$ cat src/rtl/find_inv_bvmul_seq.sv
// rtl/find_inv_bvmul_seq.sv - sequential search for the smallest x with P((x*s) mod 2^W, t)
//
// Purpose: accepts (s, t, op) on a valid/ready handshake, then tries x = 0, 1, 2, ...
// one candidate per clock. It stops at the first x whose truncated product x*s satisfies
// the selected predicate against t, or after the last candidate 2^W-1 when none does.
// The result is held until the consumer takes it.
//
// Ports:
//   clk        clock, all state updates on its rising edge
//   rst_n      synchronous active-low reset
//   in_valid   request present
//   in_ready   block idle and able to accept a request
//   s          multiplier operand (W bits)
//   t          comparison bound (W bits)
//   op         predicate: 0 sgt, 1 sge, 2 slt, 3 sle, 4 ugt, 5 ult, 6 eq, 7 ne
//   out_valid  result valid (registered)
//   out_ready  consumer takes the result
//   x          smallest witness, 0 when none exists (registered)
//   found      1 when x is a witness, 0 when no witness exists (registered)
//   busy       searching or holding a result
module find_inv_bvmul_seq #(
    parameter int W = 4
) (
    input  logic         clk,
    input  logic         rst_n,
    input  logic         in_valid,
    output logic         in_ready,
    input  logic [W-1:0] s,
    input  logic [W-1:0] t,
    input  logic [2:0]   op,
    output logic         out_valid,
    input  logic         out_ready,
    output logic [W-1:0] x,
    output logic         found,
    output logic         busy
);

    typedef enum logic [1:0] {
        IDLE   = 2'd0,
        SEARCH = 2'd1,
        DONE   = 2'd2
    } state_t;

    state_t state;
    state_t state_nx;

    logic [W-1:0] s_r;
    logic [W-1:0] t_r;
    logic [2:0]   op_r;
    logic [W-1:0] cnt;
    logic [W-1:0] prod;
    logic         pass;
    logic         last;

    // Only the registered operands feed the multiplier, so nothing on the input side
    // reaches an output combinationally.
    always_comb begin
        prod = cnt * s_r;
        last = (cnt == {W{1'b1}});
        pass = 1'b0;
        case (op_r)
            3'd0: pass = $signed(prod) >  $signed(t_r);
            3'd1: pass = $signed(prod) >= $signed(t_r);
            3'd2: pass = $signed(prod) <  $signed(t_r);
            3'd3: pass = $signed(prod) <= $signed(t_r);
            3'd4: pass = prod >  t_r;
            3'd5: pass = prod <  t_r;
            3'd6: pass = prod == t_r;
            3'd7: pass = prod != t_r;
            default: pass = 1'b0;
        endcase
    end

    always_ff @(posedge clk) begin
        if (!rst_n) begin
            state <= IDLE;
        end else begin
            state <= state_nx;
        end
    end

    always_comb begin
        state_nx = state;
        case (state)
            IDLE:    if (in_valid) state_nx = SEARCH;
            SEARCH:  if (pass || last) state_nx = DONE;
            DONE:    if (out_ready) state_nx = IDLE;
            default: state_nx = IDLE;
        endcase
    end

    always_ff @(posedge clk) begin
        if (!rst_n) begin
            s_r       <= '0;
            t_r       <= '0;
            op_r      <= '0;
            cnt       <= '0;
            x         <= '0;
            found     <= 1'b0;
            out_valid <= 1'b0;
        end else begin
            case (state)
                IDLE: begin
                    if (in_valid) begin
                        s_r  <= s;
                        t_r  <= t;
                        op_r <= op;
                        cnt  <= '0;
                    end
                end
                SEARCH: begin
                    if (pass) begin
                        x         <= cnt;
                        found     <= 1'b1;
                        out_valid <= 1'b1;
                    end else if (last) begin
                        // Exhausted without a witness; cnt stays put rather than wrapping.
                        x         <= '0;
                        found     <= 1'b0;
                        out_valid <= 1'b1;
                    end else begin
                        cnt <= cnt + 1'b1;
                    end
                end
                DONE: begin
                    if (out_ready) out_valid <= 1'b0;
                end
                default: ;
            endcase
        end
    end

    assign in_ready = (state == IDLE);
    assign busy     = (state != IDLE);

endmodule

$ cat config.mk
export PLATFORM = sky130hd
export DESIGN_NAME = find_inv_bvmul_seq
export DESIGN_NICKNAME = d
export VERILOG_FILES = /design/src/rtl/find_inv_bvmul_seq.sv
export SDC_FILE = /design/constraint.sdc
export NUM_CORES = 1
export LEC_CHECK = 0
export BUFFER_PORTS_ARGS = -buffer_cell sky130_fd_sc_hd__buf_2
export CORE_MARGIN = 1
export CORE_UTILIZATION = 55
export CTS_CLUSTER_SIZE = 12
export DETAILED_ROUTE_END_ITERATION = 8
export PLACE_DENSITY = 0.78
export SYNTH_ARGS = -nofsm -noshare
export SYNTH_HDL_FRONTEND = slang
export SYNTH_SLANG_ARGS = --single-unit
$ cat constraint.sdc
create_clock -name clk -period 3.9 [get_ports clk]
set_input_delay 0.78 -clock clk [delete_from_list [all_inputs] [get_ports clk]]
set_output_delay 0.78 -clock clk [all_outputs]
set_load 0.03 [all_outputs]
Word-level counts from Yosys, hierarchy flattened --
Index checks and enable logic that the tools add are counted.
Word-level totals: bits of input ports 15, logic and storage cells 63, output and inout port bits 8, register bits 23
Cells by class: $add $sub $neg 1, multipliers 1, equality and inequality tests 18, multiplexer cells 17, reduce and logical (&&, ||, !) cells 12, order comparisons 6
Operators by type and width (count):
- $mux 4 | 5
- $eq 3x3->1 const B | 4
- $ne 2x2->1 const B | 5
- $gt 4x4->1 | 2
- $lt 4x4->1 | 2
- $pmux 1 s8 | 1
- $pmux 4 s2 | 1
- $reduce_bool 2->1 | 4
- $eq 3x2->1 const B | 2
- $mux 2 | 3
- $pmux 2 s3 | 1
- $reduce_and 3->1 | 2
- $mux 1 | 5
- $add 4x1->4 const B | 1
- $eq 4x4->1 | 1
- $eq 4x4->1 const B | 1
- $ge 4x4->1 | 1
- $le 4x4->1 | 1
- $mul 4x4->4 | 1
- $ne 4x4->1 | 1
- $reduce_and 2->1 | 2
- $reduce_and 4->1 | 1
- $eq 3x1->1 const B | 1
- $logic_not 3->1 | 1
- 6 further kinds | 6

Longest topological paths before layout --
Gate-level depths: netlist of run 1.
depth in word-level cells 6, gate-level depth with buffers 14, depth with buffers taken out 14

Least setup slack after synthesis of run 1 --
OpenSTA, ideal clock, no wires.
path type reg2reg, from register cnt[0], to register state[1], arrival 3.156 ns, setup slack 0.684 ns, setup time 0.060 ns, stages on the path, launching flop included 14, cell sequence dfxtp_1 -> and2_1 -> ha_1 -> ha_1 -> ha_1 -> xnor2_1 -> xnor2_1 -> xnor2_1 -> ha_1 -> and4_4 -> a2111oi_4 -> nor4b_4 -> nor3_4 -> o221a_1
Between the ends: word-level cells in the longest chain between the ends 6, elaborated cells on any way between the ends 14, classes of those cells mul (1); order compare (6); eq/ne (4); mux (1); reduce/logical (2)
Ends and longest elaborated chain:
- start: declaration | line 50 | logic [W-1:0] cnt;
- start signal: assignment | line 122 | cnt <= cnt + 1'b1;
- $mul 4x4->4 | line 58 | prod = cnt * s_r;
- $lt 4x4->1 (tied with other cells) | line 67 | 3'd5: pass = prod < t_r;
- $pmux 1 s8 | line 61 | case (op_r)
- $logic_or 1x1->1 (*) | line 86 | SEARCH: if (pass || last) state_nx = DONE;
- $ne 2x2->1 (no line) (*)
- $reduce_and 3->1 (no line) (*)
- end signal: assignment | line 78 | state <= state_nx;
- end: declaration | line 44 | state_t state;
Every way passes the cells marked *; elsewhere a longest branch is shown, timed or not. A chain may end at the register's enable or synchronous reset.

Final worst setup path of run 1 --
from register cnt[0], to register cnt[1]
Between the ends: word-level cells in the longest chain between the ends 5, elaborated cells on any way between the ends 18, classes of those cells add/sub (1); mul (1); order compare (6); eq/ne (5); mux (4); reduce/logical (1)
Ends and longest elaborated chain (line):
- $mul 4x4->4 | 58
- $lt 4x4->1 (tied with other cells) | 67
- $pmux 1 s8 | 61
- $ne 2x2->1 (no line)
- $reduce_and 4->1 (no line)
Several ways; a longest one is shown, not always the timed one. The select of a mux whose other input is x is not followed.

==> flow_summary.yaml, run 1 <==
synth:
  yosys.area.top_type: "dfxtp_1"
  synth_top_area_share: 0.340
  synth_cell_types: 37
  synthFlopType: "dfxtp_1"
  synthTopCellsByArea: "dfxtp_1 (34%), nand2_1 (9.7%), ha_1 (8.3%), a21oi_1 (4.4%), mux2i_1 (4.4%)"
  ys_warn_count: 0
  synth_nets: 181
  synth_edf_count: 0
  synthCells: 157
  synthArstFlopShare: 0
  syn_area_um2: 1360
  avgSynthCellArea_um2: 8.63
  yosys_register_bits: 23
  synth_seq_area_share: 0.340
sta:
  worstMarginPinSlew_ns: 0.441
  slew_headroom: 0.706
  rsz0062_at_grt: "false"
  clock.fmax_mhz: 278
  setup_tns_ns: 0
  drv_slew: 0
  hold_viol: 0
  min_period_ns: 3.60
  setup_violations: 0
  period_share: 0.922
  clock_skew_ns: 0.00196
job:
  cap_violations: 0
cts:
  cts_made_buffers: 3
  root_buffer: "clkbuf_4"
  htree_levels: 1
  hold_buffers: 0
  cts.sinks: 23
  post_cts_resized: 0
  postCtsSetupBuffers: 0
  insertion_delay_ns: 0.32
  cts_buffer_depth: 2
  clk_pin_slew_ns: 0.13
  cts_tree: "built"
die:
  die_h_um: 51.6
  start_util: 0.595
  die_area_um2: 2670
  rows: 17
  core-area_um2: 2280
  die_w_um: 51.6
  io_pins: 23
routing:
  drc: 0
  ant_nets: 0
  post_drt_wl_per_cell_um: 13.7
  wl_um: 2820
  dr.pass1.iters: 4
  vias_per_cell: 5.68
  vias: 1171
  drt_iter0_drc: 27
power_and_ir_drop:
  power_density_nw_per_um2: 348
  p_leak_nw: 0.645
  ir_worst_vdd_mv: 0.264
placement:
  place.gp.congestion: 0.859
  portBuffers: 22
  dpl.hpwl_um: 2190
  dpl.cell_count: 202
global_route:
  grt_usage: 0.232
  antenna_found_initial: 0
  grt_pass1_vias: 1077
  grt_pass1_wl_um: 4620
  globalRouteOverflowTotal: 0
  grt_max_degree: 17
finish:
  area_growth_pct: 11.4
  post_layout_nonfiller_instances: 206
  final_common_cell: "nand2_1"
  drive_above_1_share: 0.202
  nNetsFinal: 203
  num_antenna_cells: 0
  final_cell_mix: "nand2_1 (35), dfxtp_1 (23), buf_2 (22), a21oi_1 (12)"
  n_fill_cell: 206
setup_path:
  path_cells: "and2_1 -> ha_1 -> ha_1 -> ha_1 -> xnor2_1 -> xnor2_1 -> xnor2_1 -> ha_1 -> a21oi_1 -> a2111oi_4 -> nor4b_4 -> a21o_2 -> mux2i_1"
  cp_common_cell: "ha_1"
  arrival_ns: 3.85
  cp_top_family: "adder cells"
  critPathMaxFanout: 8
  cp.required_ns: 4.15
  critPathMaxStageDelay_ns: 0.48
  endpoint_kind: "flip-flop"
  crit_path_start_kind: "flip-flop"
  crit_type: "reg2reg"
  cp_num_buf_inv: 0
  cp_slowest_cell: "dfxtp_1"
hold_path:
  hold_path_class: "reg2reg"
outcome:
  status: "complete, no violations"
## per-stage QoR
stage                     hold WS [ns]  setup slack [ns]  power (mW)   util  area (µm²)
after global placement           0.445             0.518       0.409  0.651        1480
after detailed placement         0.450             0.339       0.418  0.651        1480
after CTS                        0.468             0.303       0.528  0.663        1510
after floorplan                  0.436             0.684       0.383      -        1360
final                            0.469             0.305       0.526  0.663        1510
after global routing             0.500             0.146       0.552  0.663        1510
## cell usage after synthesis (2+ instances only)
cell type and n:
inv_1 7, nand3_1 6, and2_1 9, a21oi_1 12
nor2_1 2, clkbuf_1 5, xnor2_1 6, or3_1 2
o211ai_1 3, dfxtp_1 23, nor4_1 2, ha_1 9
nand2b_1 3, mux2i_1 6, nand2_1 35, o21a_1 2
o21ai_0 5
## per-layer routing
| layer | vias to the layer above | GRT usage | share of wire |
|---|---|---|---|
| met4 | 0 | 0.0856 | 0.013 |
| met3 | 5 | 0.0380 | 0.026 |
| met1 | 548 | 0.285 | 0.46 |
| li1 | 590 | - | - |
| met5 | - | 0 | 0 |
| met2 | 28 | 0.405 | 0.50 |
## cell families (layout without fill, tap and decap cells)
family | after synthesis | in the layout | share of synthesized area
buf+inv | 12 | 33 | 0.0332
flops | 23 | 23 | 0.340
mux | 6 | 6 | 0.0443
fa+ha+maj | 9 | 9 | 0.0831
compound gates | 29 | 29 | 0.154
xor+xnor | 6 | 6 | 0.0388
simple gates | 72 | 72 | 0.307
## registers in the layout (all words and copies together), names as in the netlist
signal / flops
x: 4
cnt: 4
state: 2
op_r: 3
t_r: 4
found: 1
out_valid: 1
s_r: 4
## path summary, 6_finish.rpt
check	start	end	slack [ns]	depth (start not counted)
min	t_r[2]	t_r[2]	0.47	2
min reg2reg	t_r[2]	t_r[2]	0.47	2
max	cnt[0]	cnt[1]	0.30	13
max reg2reg	cnt[0]	cnt[1]	0.30	13
## cell type report
type	count	area (µm²)	share of cell area
clock buffers	3	22.5	0.0149
multi-input cells	122	850	0.563
flip-flops and latches	23	460	0.305
well taps	28	35.0	0.0232
inverters	7	26.3	0.0174
clock inverters	1	5.00	0.00332
repair buffers	22	110	0.0730
## tightest hold or removal path, cell delays in order (launching register included)
cell     delay [ns]
dfxtp_1        0.33
nand2_1        0.05
a21oi_1        0.05
## power breakdown
group | total, mW | internal [mW] | switching, mW
sequential | 0.264 | 0.250 | 0.0142
clock | 0.113 | 0.0384 | 0.0745
combinational | 0.149 | 0.0608 | 0.0878
Power figures use the tool's default switching activity.
==> inputs of run 2 (changes only) <==
--- a/config.mk
+++ b/config.mk
@@ -10,7 +10,9 @@
 export CORE_UTILIZATION = 55
 export CTS_CLUSTER_SIZE = 12
 export DETAILED_ROUTE_END_ITERATION = 8
+export MAX_ROUTING_LAYER = met4
 export PLACE_DENSITY = 0.78
+export SLEW_MARGIN = 20
 export SYNTH_ARGS = -nofsm -noshare
 export SYNTH_HDL_FRONTEND = slang
 export SYNTH_SLANG_ARGS = --single-unit
==> run 2 against run 1 <==
Sequential cell count unchanged. Final area is the same. Cell count did not move. Clock-buffer cell count unchanged. Power barely moved. Global-route usage rose by 0.62 points. First-iteration DRC count did not move. Sequential power hardly changed. Register-to-register slack barely moved. Core utilization is the same. Clock power is essentially flat. Combinational power is essentially flat. Highest routed layer unchanged.
==> flow_summary.yaml, run 2 (synthesis results as in run 1) <==
outcome:
  status: "complete, no violations"
job:
  cap_violations: 0
sta:
  setup_ws_ns: 0.309
  clock.fmax_mhz: 278
  hold_viol: 0
  slew_headroom: 0.704
  clock_skew_ns: 0.00171
  min_period_ns: 3.59
  drv_slew: 0
  holdWs_ns: 0.469
  setup_violations: 0
  setup_tns_ns: 0
  worstMarginPinSlew_ns: 0.443
  rsz0062_at_grt: "false"
  period_share: 0.921
power_and_ir_drop:
  p_leak_nw: 0.645
  power_density_nw_per_um2: 348
  finalPower_mw: 0.525
  ir_worst_vdd_mv: 0.264
hold_path:
  worstHoldEndpoint: "t_r[2]"
  worstHoldStart: "t_r[2]"
  hold_depth: 2
  hold_path_class: "reg2reg"
global_route:
  grt_max_degree: 17
  grt_pass1_wl_um: 4620
  grt_usage: 0.239
  grt_pass1_vias: 1078
  globalRouteOverflowTotal: 0
  antenna_found_initial: 0
setup_path:
  crit_type: "reg2reg"
  crit_path_start_kind: "flip-flop"
  setup.worst_path.start: "cnt[0]"
  worstReg2RegEnd: "cnt[1]"
  path_cells: "and2_1 -> ha_1 -> ha_1 -> ha_1 -> xnor2_1 -> xnor2_1 -> xnor2_1 -> ha_1 -> a21oi_1 -> a2111oi_4 -> nor4b_4 -> a21o_2 -> mux2i_1"
  arrival_ns: 3.84
  cp.required_ns: 4.15
  critPathMaxFanout: 8
  endpoint_kind: "flip-flop"
  ff2ff_setup_slack_ns: 0.31
  cp_slowest_cell: "dfxtp_1"
  reg2reg_from: "cnt[0]"
  critPathMaxStageDelay_ns: 0.47
  reg2regPathDepth: 13
  cp_common_cell: "ha_1"
placement:
  dpl.hpwl_um: 2190
  place.gp.congestion: 0.872
  place_area_um2: 1480
  dp_slack_ns: 0.339
  dpl.cell_count: 202
  portBuffers: 22
cts:
  cts.sinks: 23
  hold_buffers: 0
  postCtsSetupBuffers: 0
  post_cts_resized: 0
  cts_made_buffers: 3
  htree_levels: 1
  cts_tree: "built"
  insertion_delay_ns: 0.31
  root_buffer: "clkbuf_4"
  clk_pin_slew_ns: 0.13
  cts_buffer_depth: 2
die:
  io_pins: 23
  start_util: 0.595
  die_area_um2: 2670
  core-area_um2: 2280
  rows: 17
  die_h_um: 51.6
  die_w_um: 51.6
routing:
  vias_per_cell: 5.66
  drt_iter0_drc: 27
  post_drt_wl_per_cell_um: 13.6
  dr.pass1.iters: 4
  vias: 1166
  drc: 0
  wl_um: 2810
  ant_nets: 0
finish:
  drive_above_1_share: 0.202
  final_util: 0.663
  final_common_cell: "nand2_1"
  area_growth_pct: 11.4
  post_layout_nonfiller_instances: 206
  design_area_um2: 1510
  num_antenna_cells: 0
  final_cell_mix: "nand2_1 (35), dfxtp_1 (23), buf_2 (22), a21oi_1 (12)"
  nNetsFinal: 203
-- run 2: per-layer routing --
metal / vias up / GRT usage / part of all wire
li1: 589 / - / -
met1: 546 / 0.285 / 0.46
met2: 26 / 0.405 / 0.50
met3: 5 / 0.0380 / 0.029
met4: 0 / 0.0856 / 0.013
met5: - / - / 0
-- run 2: area by class of cell --
cell class | count | area [µm²]
clock buffers | 3 | 22.5
clock inverters | 1 | 5.00
fillers | 206 | 767
inverters | 7 | 26.3
multi-input cells | 122 | 850
flip-flops and latches | 23 | 460
well taps | 28 | 35.0
repair buffers | 22 | 110
-- run 2: worst max-delay path, delay by kind of cell (launching register included) --
family,cells,cell delay (ns)
multiplexers,1,0.20
XOR/XNOR,3,0.46
adder cells (fa/ha/maj),4,1.04
AO/OA/AOI/OAI,3,0.72
AND/OR/NAND/NOR,2,0.63
flip-flops,1,0.47
-- run 2: how the worst max path moves through the flow --
stage	to	slack (ns)	cells past startpoint
2_1_floorplan	state[1]	0.68	13
3_3_place_gp	state[1]	0.52	13
3_5_place_dp	state[1]	0.34	13
4_1_cts	cnt[1]	0.30	13
5_1_grt	cnt[1]	0.15	14
6_report	cnt[1]	0.31	13
-- run 2: power breakdown --
group	internal (mW)	switching, mW
Combinational	0.0608	0.0878
Clock	0.0384	0.0742
Sequential	0.250	0.0141
Total	0.349	0.176
==> inputs of run 3 (changes only) <==
--- a/config.mk
+++ b/config.mk
@@ -11,7 +11,7 @@
 export CTS_CLUSTER_SIZE = 12
 export DETAILED_ROUTE_END_ITERATION = 8
 export MAX_ROUTING_LAYER = met4
-export PLACE_DENSITY = 0.78
+export PLACE_DENSITY_LB_ADDON = 0.15
 export SLEW_MARGIN = 20
 export SYNTH_ARGS = -nofsm -noshare
 export SYNTH_HDL_FRONTEND = slang
==> run 3 against run 2 <==
Hold slack worse by 0.0028 ns. Clock-buffer cell count stayed put. Register-to-register slack worse by 0.02 ns. Critical path depth stayed put. Combinational power hardly changed. Critical endpoint is now cnt[0]. Core utilization stayed put. Sequential power hardly changed. Non-clock buffer count stayed put. Via count is 1.7% lower. Fmax is 0.68% lower. Wire length is 0.75% lower.
==> flow_summary.yaml, run 3 (synthesis results as in run 1) <==
sta:
  setup_tns_ns: 0
  worstMarginPinSlew_ns: 0.465
  drv_slew: 0
  period_share: 0.927
  holdWs_ns: 0.466
  setup_violations: 0
  min_period_ns: 3.62
  slew_headroom: 0.689
  clock.fmax_mhz: 277
  clock_skew_ns: 0.0131
  setup_ws_ns: 0.284
  hold_viol: 0
  rsz0062_at_grt: "false"
cts:
  cts_made_buffers: 3
  clk_pin_slew_ns: 0.13
  htree_levels: 1
  cts.sinks: 23
  post_cts_resized: 0
  postCtsSetupBuffers: 0
  root_buffer: "clkbuf_4"
  hold_buffers: 0
  cts_buffer_depth: 2
  insertion_delay_ns: 0.32
  cts_tree: "built"
setup_path:
  path_cells: "and2_1 -> ha_1 -> ha_1 -> ha_1 -> xnor2_1 -> xnor2_1 -> xnor2_1 -> ha_1 -> a21oi_1 -> a2111oi_4 -> nor4b_4 -> a21o_2 -> mux2i_1"
  critPathMaxFanout: 8
  arrival_ns: 3.88
  endpoint_kind: "flip-flop"
  crit_type: "reg2reg"
  cp_top_family: "adder cells"
  critPathMaxStageDelay_ns: 0.48
  reg2regPathDepth: 13
  cp_common_cell: "ha_1"
  crit_path_start_kind: "flip-flop"
  critical_path_depth: 13
  reg2reg_from: "cnt[0]"
  cp.required_ns: 4.16
  cp_slowest_cell: "dfxtp_1"
  cp_num_buf_inv: 0
  setup.worst_path.start: "cnt[0]"
finish:
  final_util: 0.663
  final_common_cell: "nand2_1"
  n_fill_cell: 183
  nNetsFinal: 203
  final_cell_mix: "nand2_1 (35), dfxtp_1 (23), buf_2 (22), a21oi_1 (12)"
  drive_above_1_share: 0.202
  post_layout_nonfiller_instances: 206
  design_area_um2: 1510
  num_antenna_cells: 0
  area_growth_pct: 11.4
die:
  core-area_um2: 2280
  die_w_um: 51.6
  die_h_um: 51.6
  io_pins: 23
  die_area_um2: 2670
  rows: 17
  start_util: 0.595
job:
  cap_violations: 0
routing:
  drc: 0
  drt_iter0_drc: 27
  vias: 1146
  vias_per_cell: 5.56
  post_drt_wl_per_cell_um: 13.5
  ant_nets: 0
  dr.pass1.iters: 4
  wl_um: 2790
placement:
  place_area_um2: 1480
  place.gp.congestion: 0.861
  dpl.cell_count: 202
  dp_slack_ns: 0.326
  portBuffers: 22
  dpl.hpwl_um: 2200
power_and_ir_drop:
  ir_worst_vdd_mv: 0.257
  finalPower_mw: 0.524
  p_leak_nw: 0.645
  power_density_nw_per_um2: 347
hold_path:
  worstHoldStart: "t_r[2]"
  hold_depth: 2
  hold_path_class: "reg2reg"
global_route:
  grt_usage: 0.258
  grt_max_degree: 17
  antenna_found_initial: 0
  grt_pass1_wl_um: 4930
  globalRouteOverflowTotal: 0
  grt_pass1_vias: 1110
outcome:
  status: "complete, no violations"
## run 3: layout make-up
cell class | count | area (µm²) | share of cell area
Tap cell | 28 | 35.0 | 0.0232
Inverter | 7 | 26.3 | 0.0174
Timing Repair Buffer | 22 | 110 | 0.0730
Clock inverter | 1 | 5.00 | 0.00332
Multi-Input combinational cell | 122 | 850 | 0.563
Sequential cell | 23 | 460 | 0.305
Clock buffer | 3 | 22.5 | 0.0149
## run 3: worst paths after layout
| check | slack, ns | to |
|---|---|---|
| setup / recovery | 0.28 | cnt[0] |
| hold / removal | 0.47 | t_r[2] |
| setup reg to reg | 0.28 | cnt[0] |
| hold reg to reg | 0.47 | t_r[2] |
## run 3: metal layers
layer	global-route usage	part of all wire
met5	-	0
met2	0.450	0.50
met1	0.301	0.46
met3	0.0380	0.023
met4	0.0901	0.015
## run 3: tightest hold or removal path: stages (launching register included)
cell     delay [ns]
dfxtp_1        0.33
nand2_1        0.05
a21oi_1        0.05
## run 3: power breakdown
part,internal (mW),switching (mW),total [mW],leakage (nW)
Clock,0.0384,0.0726,0.111,0.0177
Sequential,0.250,0.0146,0.265,0.188
Combinational,0.0610,0.0878,0.149,0.440
